`src/rtl/sample_rate_strobe_gen_if.sv`:
```
`default_nettype none
// ============================================================================
// Module      : sample_rate_strobe_gen_if
// Description : Control/status bundle between the playback speed keys, the
//               sample strobe generator and its consumers.
// Revision    : 1.0 - initial release
// ============================================================================
interface sample_rate_strobe_gen_if #(
    parameter int DIV_W = 16
) ();
    logic             enable;
    logic             speed_up;
    logic             speed_down;
    logic             speed_reset;
    logic             sync_clk;
    logic [DIV_W-1:0] divisor;
    logic             at_min;
    logic             at_max;

    // Side that drives the keys/enable and consumes the strobe.
    modport master (
        output enable, speed_up, speed_down, speed_reset,
        input  sync_clk, divisor, at_min, at_max
    );

    // The strobe generator itself.
    modport slave (
        input  enable, speed_up, speed_down, speed_reset,
        output sync_clk, divisor, at_min, at_max
    );
endinterface
`default_nettype wire

```
`src/rtl/sample_rate_strobe_gen.sv`:
```
`default_nettype none
// ============================================================================
// Module      : sample_rate_strobe_gen
// Description : Programmable clk divider producing a one-cycle sample strobe.
//               Speed keys (asynchronous levels) are synchronised and
//               edge-detected; each edge steps the divisor with saturation.
//               enable pauses the count without losing its phase.
// Revision    : 1.0 - initial release
// ============================================================================
module sample_rate_strobe_gen #(
    parameter int DIV_W       = 16,
    parameter int DEFAULT_DIV = 2273,
    parameter int STEP_DIV    = 64,
    parameter int MIN_DIV     = 568,
    parameter int MAX_DIV     = 9090
) (
    input  wire logic                    clk,
    input  wire logic                    reset,
    sample_rate_strobe_gen_if.slave      bus
);

    localparam logic [DIV_W-1:0] c_default  = DIV_W'(DEFAULT_DIV);
    localparam logic [DIV_W-1:0] c_min      = DIV_W'(MIN_DIV);
    localparam logic [DIV_W-1:0] c_max      = DIV_W'(MAX_DIV);
    localparam logic [DIV_W-1:0] c_step     = DIV_W'(STEP_DIV);
    localparam logic [DIV_W:0]   c_step_ext = (DIV_W+1)'(STEP_DIV);
    localparam logic [DIV_W:0]   c_max_ext  = (DIV_W+1)'(MAX_DIV);
    // divisor - STEP < MIN  <=>  divisor < MIN + STEP; this form cannot wrap.
    localparam logic [DIV_W:0]   c_up_floor = (DIV_W+1)'(MIN_DIV) + c_step_ext;

    // Key bit order: [2] speed_reset, [1] speed_down, [0] speed_up.
    logic [2:0]       w_keys;
    logic [2:0]       r_s1;
    logic [2:0]       r_s2;
    logic [2:0]       r_s3;
    logic [2:0]       w_edge;

    logic [DIV_W-1:0] r_divisor;
    logic [DIV_W-1:0] w_div_next;
    logic [DIV_W:0]   w_div_ext;
    logic [DIV_W:0]   w_inc;
    logic [DIV_W-1:0] w_dec;
    logic [DIV_W-1:0] w_div_m1;

    logic [DIV_W-1:0] r_count;
    logic             r_strobe;

    assign w_keys = {bus.speed_reset, bus.speed_down, bus.speed_up};
    assign w_edge = r_s2 & ~r_s3;

    // Two-flop synchroniser plus history register for each key.
    always_ff @(posedge clk) begin
        if (reset) begin
            r_s1 <= 3'b000;
            r_s2 <= 3'b000;
            r_s3 <= 3'b000;
        end else begin
            r_s1 <= w_keys;
            r_s2 <= r_s1;
            r_s3 <= r_s2;
        end
    end

    assign w_div_ext = {1'b0, r_divisor};
    assign w_inc     = w_div_ext + c_step_ext;
    assign w_dec     = r_divisor - c_step;

    // Next divisor: speed_reset beats speed_up beats speed_down, both saturating.
    always_comb begin
        w_div_next = r_divisor;
        if (w_edge[2]) begin
            w_div_next = c_default;
        end else if (w_edge[0]) begin
            w_div_next = (w_div_ext < c_up_floor) ? c_min : w_dec;
        end else if (w_edge[1]) begin
            w_div_next = (w_inc > c_max_ext) ? c_max : w_inc[DIV_W-1:0];
        end
    end

    // Divisor register.
    always_ff @(posedge clk) begin
        if (reset) begin
            r_divisor <= c_default;
        end else begin
            r_divisor <= w_div_next;
        end
    end

    assign w_div_m1 = r_divisor - DIV_W'(1);

    // Counter/strobe; >= lets a shrunken divisor fire on the next enabled cycle.
    always_ff @(posedge clk) begin
        if (reset) begin
            r_count  <= '0;
            r_strobe <= 1'b0;
        end else if (!bus.enable) begin
            r_strobe <= 1'b0;
        end else if (r_count >= w_div_m1) begin
            r_count  <= '0;
            r_strobe <= 1'b1;
        end else begin
            r_count  <= r_count + DIV_W'(1);
            r_strobe <= 1'b0;
        end
    end

    assign bus.sync_clk = r_strobe;
    assign bus.divisor  = r_divisor;
    assign bus.at_min   = (r_divisor == c_min);
    assign bus.at_max   = (r_divisor == c_max);

endmodule
`default_nettype wire

```
`src/flat_wrapper.sv`:
```
// flat-port wrapper written by rule: the top's interface ports become plain ports
module sample_rate_strobe_gen_flat 
#(
    parameter int DIV_W       = 16,
    parameter int DEFAULT_DIV = 2273,
    parameter int STEP_DIV    = 64,
    parameter int MIN_DIV     = 568,
    parameter int MAX_DIV     = 9090
)
  (clk, reset, bus_enable, bus_speed_up, bus_speed_down, bus_speed_reset, bus_sync_clk, bus_divisor, bus_at_min, bus_at_max);
  sample_rate_strobe_gen_if #(.DIV_W(DIV_W)) bus_i ();
  input  wire logic clk;
  input  wire logic reset;
  input wire logic [$bits(bus_i.enable)-1:0] bus_enable;
  input wire logic [$bits(bus_i.speed_up)-1:0] bus_speed_up;
  input wire logic [$bits(bus_i.speed_down)-1:0] bus_speed_down;
  input wire logic [$bits(bus_i.speed_reset)-1:0] bus_speed_reset;
  output wire logic [$bits(bus_i.sync_clk)-1:0] bus_sync_clk;
  output wire logic [$bits(bus_i.divisor)-1:0] bus_divisor;
  output wire logic [$bits(bus_i.at_min)-1:0] bus_at_min;
  output wire logic [$bits(bus_i.at_max)-1:0] bus_at_max;
  assign bus_i.enable = bus_enable;
  assign bus_i.speed_up = bus_speed_up;
  assign bus_i.speed_down = bus_speed_down;
  assign bus_i.speed_reset = bus_speed_reset;
  assign bus_sync_clk = bus_i.sync_clk;
  assign bus_divisor = bus_i.divisor;
  assign bus_at_min = bus_i.at_min;
  assign bus_at_max = bus_i.at_max;
  sample_rate_strobe_gen #(.DIV_W(DIV_W), .DEFAULT_DIV(DEFAULT_DIV), .STEP_DIV(STEP_DIV), .MIN_DIV(MIN_DIV), .MAX_DIV(MAX_DIV)) u_core (.clk(clk), .reset(reset), .bus(bus_i));
endmodule
```
`config.mk`:
```
export PLATFORM = sky130hd
export DESIGN_NAME = sample_rate_strobe_gen_flat
export DESIGN_NICKNAME = d
export VERILOG_FILES = /design/src/rtl/sample_rate_strobe_gen_if.sv /design/src/rtl/sample_rate_strobe_gen.sv /design/src/flat_wrapper.sv
export SDC_FILE = /design/constraint.sdc
export NUM_CORES = 1
export LEC_CHECK = 0
export ABC_CLOCK_PERIOD_IN_PS = 9700
export CORE_MARGIN = 2
export CORE_UTILIZATION = 50
export DETAILED_ROUTE_END_ITERATION = 10
export GPL_ROUTABILITY_DRIVEN = 0
export MAX_ROUTING_LAYER = met4
export PLACE_DENSITY = 0.71
export SKIP_CTS_REPAIR_TIMING = 1
export SLEW_MARGIN = 20
export SYNTH_ARGS = -nofsm -noshare
export SYNTH_HDL_FRONTEND = slang
export SYNTH_SLANG_ARGS = --single-unit
```
`constraint.sdc`:
```
create_clock -name clk -period 9.7 [get_ports clk]
set_input_delay 0.97 -clock clk [delete_from_list [all_inputs] [get_ports clk]]
set_output_delay 0.97 -clock clk [all_outputs]
set_load 0.01 [all_outputs]
```
==> impl_metrics.yaml <==
run_status:
  status: "completed"
floorplan:
  die_w_um: 77.79
  rows: 26
  core_area_um2: 5172
  die_h_um: 77.79
  pin_count: 25
  fp.dieArea_um2: 6051
  initial_core_util_pct: 52.64
yosys:
  yosys_warnings: 0
  synth_cells: 319
  syn_area_um2: 2723
  synth_edf_count: 0
  synth_cell_types: 58
  synth_nets: 350
  dominantRegCellSynth: "dfxtp_1"
  syn_area_per_cell_um2: 8.535
  async_flop_share_pct: 0
  yosysSeqAreaShare_pct: 29.41
  yosys_register_bits: 40
clocking:
  cts_buffers: 5
  cts.clk_slew.worst_paths_ns: 0.08
  cts_tree: "built"
  cts_root_buffer: "clkbuf_8"
  ctsLongestPathBuffers: 2
  clk_latency_ns: 0.29
  clkSinkCount: 40
  htree_num_levels: 2
critical_path:
  critical_path_arrival_ns: 3.82
  start_kind: "flip-flop"
  critPathKind: "flip-flop to flip-flop"
  critPathRequiredTime_ns: 9.82
  end_kind: "flip-flop"
  reg2reg_depth: 11
  crit_fanout: 17
global_routing:
  grt_overflow: 0
  antenna_found_initial: 0
  grt_max_degree: 31
  grt_pass1_wl_mm: 10.76
  grt.total_usage_pct: 22.70
  grt_pass1_vias: 2174
routing:
  viasPerCell: 5.925
  via_count: 2358
  dr.pass1.iters: 5
  ant_nets: 0
  drc: 0
  wl_mm: 6.310
  drt-wirelength-per-cell_um: 15.85
  drt_iter0_markers: 322
power:
  swShare_pct: 25.17
  peakVddDrop_mv: 0.08550
  p_comb_share_pct: 11.4
  leakage_nw: 1.090
  p_sw_uw: 87.91
  power_density_nw_per_um2: 114.4
  p_clk_share_pct: 38.6
  p_int_uw: 261.4
  seq_power_share_pct: 50.0
sta:
  fin_worst_skew_ns: 0.008048
  finalSetupViolCount: 0
  slew_headroom_pct: 46.55
  period_minus_slack_ns: 3.695
  drv_slew: 0
  tightestPinTransition_ns: 0.8017
  fin_setup_tns_ns: 0
  finalCritPeriodShare_pct: 38.09
  rsz0062_at_grt: "false"
  fmax_mhz: 270.6
  finalHoldViolCount: 0
place:
  io_buffers: 23
  dp_hpwl_mm: 4.520
cells_and_area:
  syn2layout_area_growth_pct: 12.18
  fin_util_pct: 59.05
  antenna_cells: 0
  nNetsFinal: 358
  drive_gt1_share_pct: 7.012
  fillers: 479
job:
  drv_cap: 0
hold_path:
  whs_path_depth: 1
  min_path_type: "flip-flop to flip-flop"
==> state kept, by name, indices dropped and copies added, names as in the netlist <==
signal	cells
u_core.r_count	16
u_core.bus.divisor	14
u_core.r_s1	3
u_core.r_s2	3
u_core.r_s3	3
u_core.bus.sync_clk	1
==> worst max-delay path, stage by stage, from the launching register on <==
cell and delay (ns):
dfxtp_1 0.43, inv_1 0.21, ha_1 0.29, or3b_2 0.52, nor3_1 0.38, nand2_1 0.16
a21oi_1 0.18, xnor2_1 0.10, ha_1 0.30, nand4_1 0.14, o31ai_4 0.63, a211oi_1 0.20
==> layout make-up <==
type                    instances  area [um^2]  area share (%)
clock buffers                   6        72.57           2.376
flip-flops and latches         40        800.8           26.22
multi-input cells             248         1799           58.91
repair buffers                 23        225.2           7.374
inverters                       9        33.78           1.106
well taps                      70        87.58           2.868
clock inverters                 2        35.03           1.147
==> power groups by stage <==
stage	clock [mW]	combinational [mW]	sequential [mW]
2_1_floorplan	0	0.0307	0.175
3_3_place_gp	0	0.0394	0.178
3_5_place_dp	0	0.0395	0.178
4_1_cts	0.139	0.0398	0.174
5_1_grt	0.144	0.0445	0.175
6_report	0.135	0.0399	0.175
==> cells by family after synthesis <==
group	Yosys count	share of synthesized area, %
buffers and inverters	31	5.009
AND/OR/NAND/NOR	109	21.88
XOR/XNOR	33	10.62
AO/OA/AOI/OAI	79	21.09
multiplexers	1	0.3677
adder cells (fa/ha/maj)	25	11.49
flip-flops	40	29.41
other	1	0.1377
==> final timing paths <==
kind	start	endpoint	slack (ns)
setup / recovery	u_core.bus.divisor[6]$_SDFFE_PP1P_	u_core.r_count[2]$_SDFFE_PP0P_	6.00
hold / removal	u_core.r_s1[1]$_SDFF_PP0_	u_core.r_s2[1]$_SDFF_PP0_	0.44
setup reg to reg	u_core.bus.divisor[6]$_SDFFE_PP1P_	u_core.r_count[2]$_SDFFE_PP0P_	6.00
hold reg to reg	u_core.r_s1[1]$_SDFF_PP0_	u_core.r_s2[1]$_SDFF_PP0_	0.44
==> routing by layer <==
| layer | part of all wire [%] | global-route usage [%] |
|---|---|---|
| met1 | 46 | 32.42 |
| met2 | 46 | 32.33 |
| met3 | 7.1 | 4.186 |
| met4 | 1.5 | 7.143 |
| met5 | 0 | - |
==> cell usage after synthesis (3+ instances only) <==
library cell	count	area [um^2]
dfxtp_1	40	800.8
ha_1	25	312.8
nor2_1	22	82.58
xnor2_1	20	175.2
nand2_1	18	67.56
a211oi_1	17	127.6
clkbuf_1	17	63.81
a21oi_1	16	80.08
nand3_1	15	75.07
o21ai_0	13	65.06
xor2_1	13	113.9
nor2b_1	11	68.82
inv_1	9	33.78
nand4_1	7	43.79
nand2b_1	6	37.54
a21o_1	5	37.54
nor3_1	5	25.02
and3_1	3	18.77
buf_4	3	22.52
nor3b_1	3	22.52
==> layout by cell type, fill, tap and decap left out, types with 5 or more instances in the layout <==
cell type	count
nand2b_1	6
nor3_1	5
dfxtp_1	40
ha_1	25
a21oi_1	16
o21ai_0	13
a211oi_1	17
xor2_1	13
inv_1	9
xnor2_1	20
nand4_1	7
clkdlybuf4s50_1	22
nand3_1	15
nor2_1	22
a21o_1	5
clkbuf_8	5
nor2b_1	11
nand2_1	18
==> through the flow <==
step	instance area (um^2)	total power, mW	instances	hold slack [ns]	setup WS, ns
final	3054	0.3493	398	0.4419	6.005
after global routing	3054	0.3642	398	0.4608	5.656
after CTS	3059	0.3532	398	0.4412	6.020
after detailed placement	2952	0.2177	390	0.4223	6.050
after global placement	2943	0.2175	390	0.4174	5.765
after floorplan	2723	0.2059	319	0.4138	6.222
Power figures use the tool's default switching activity.
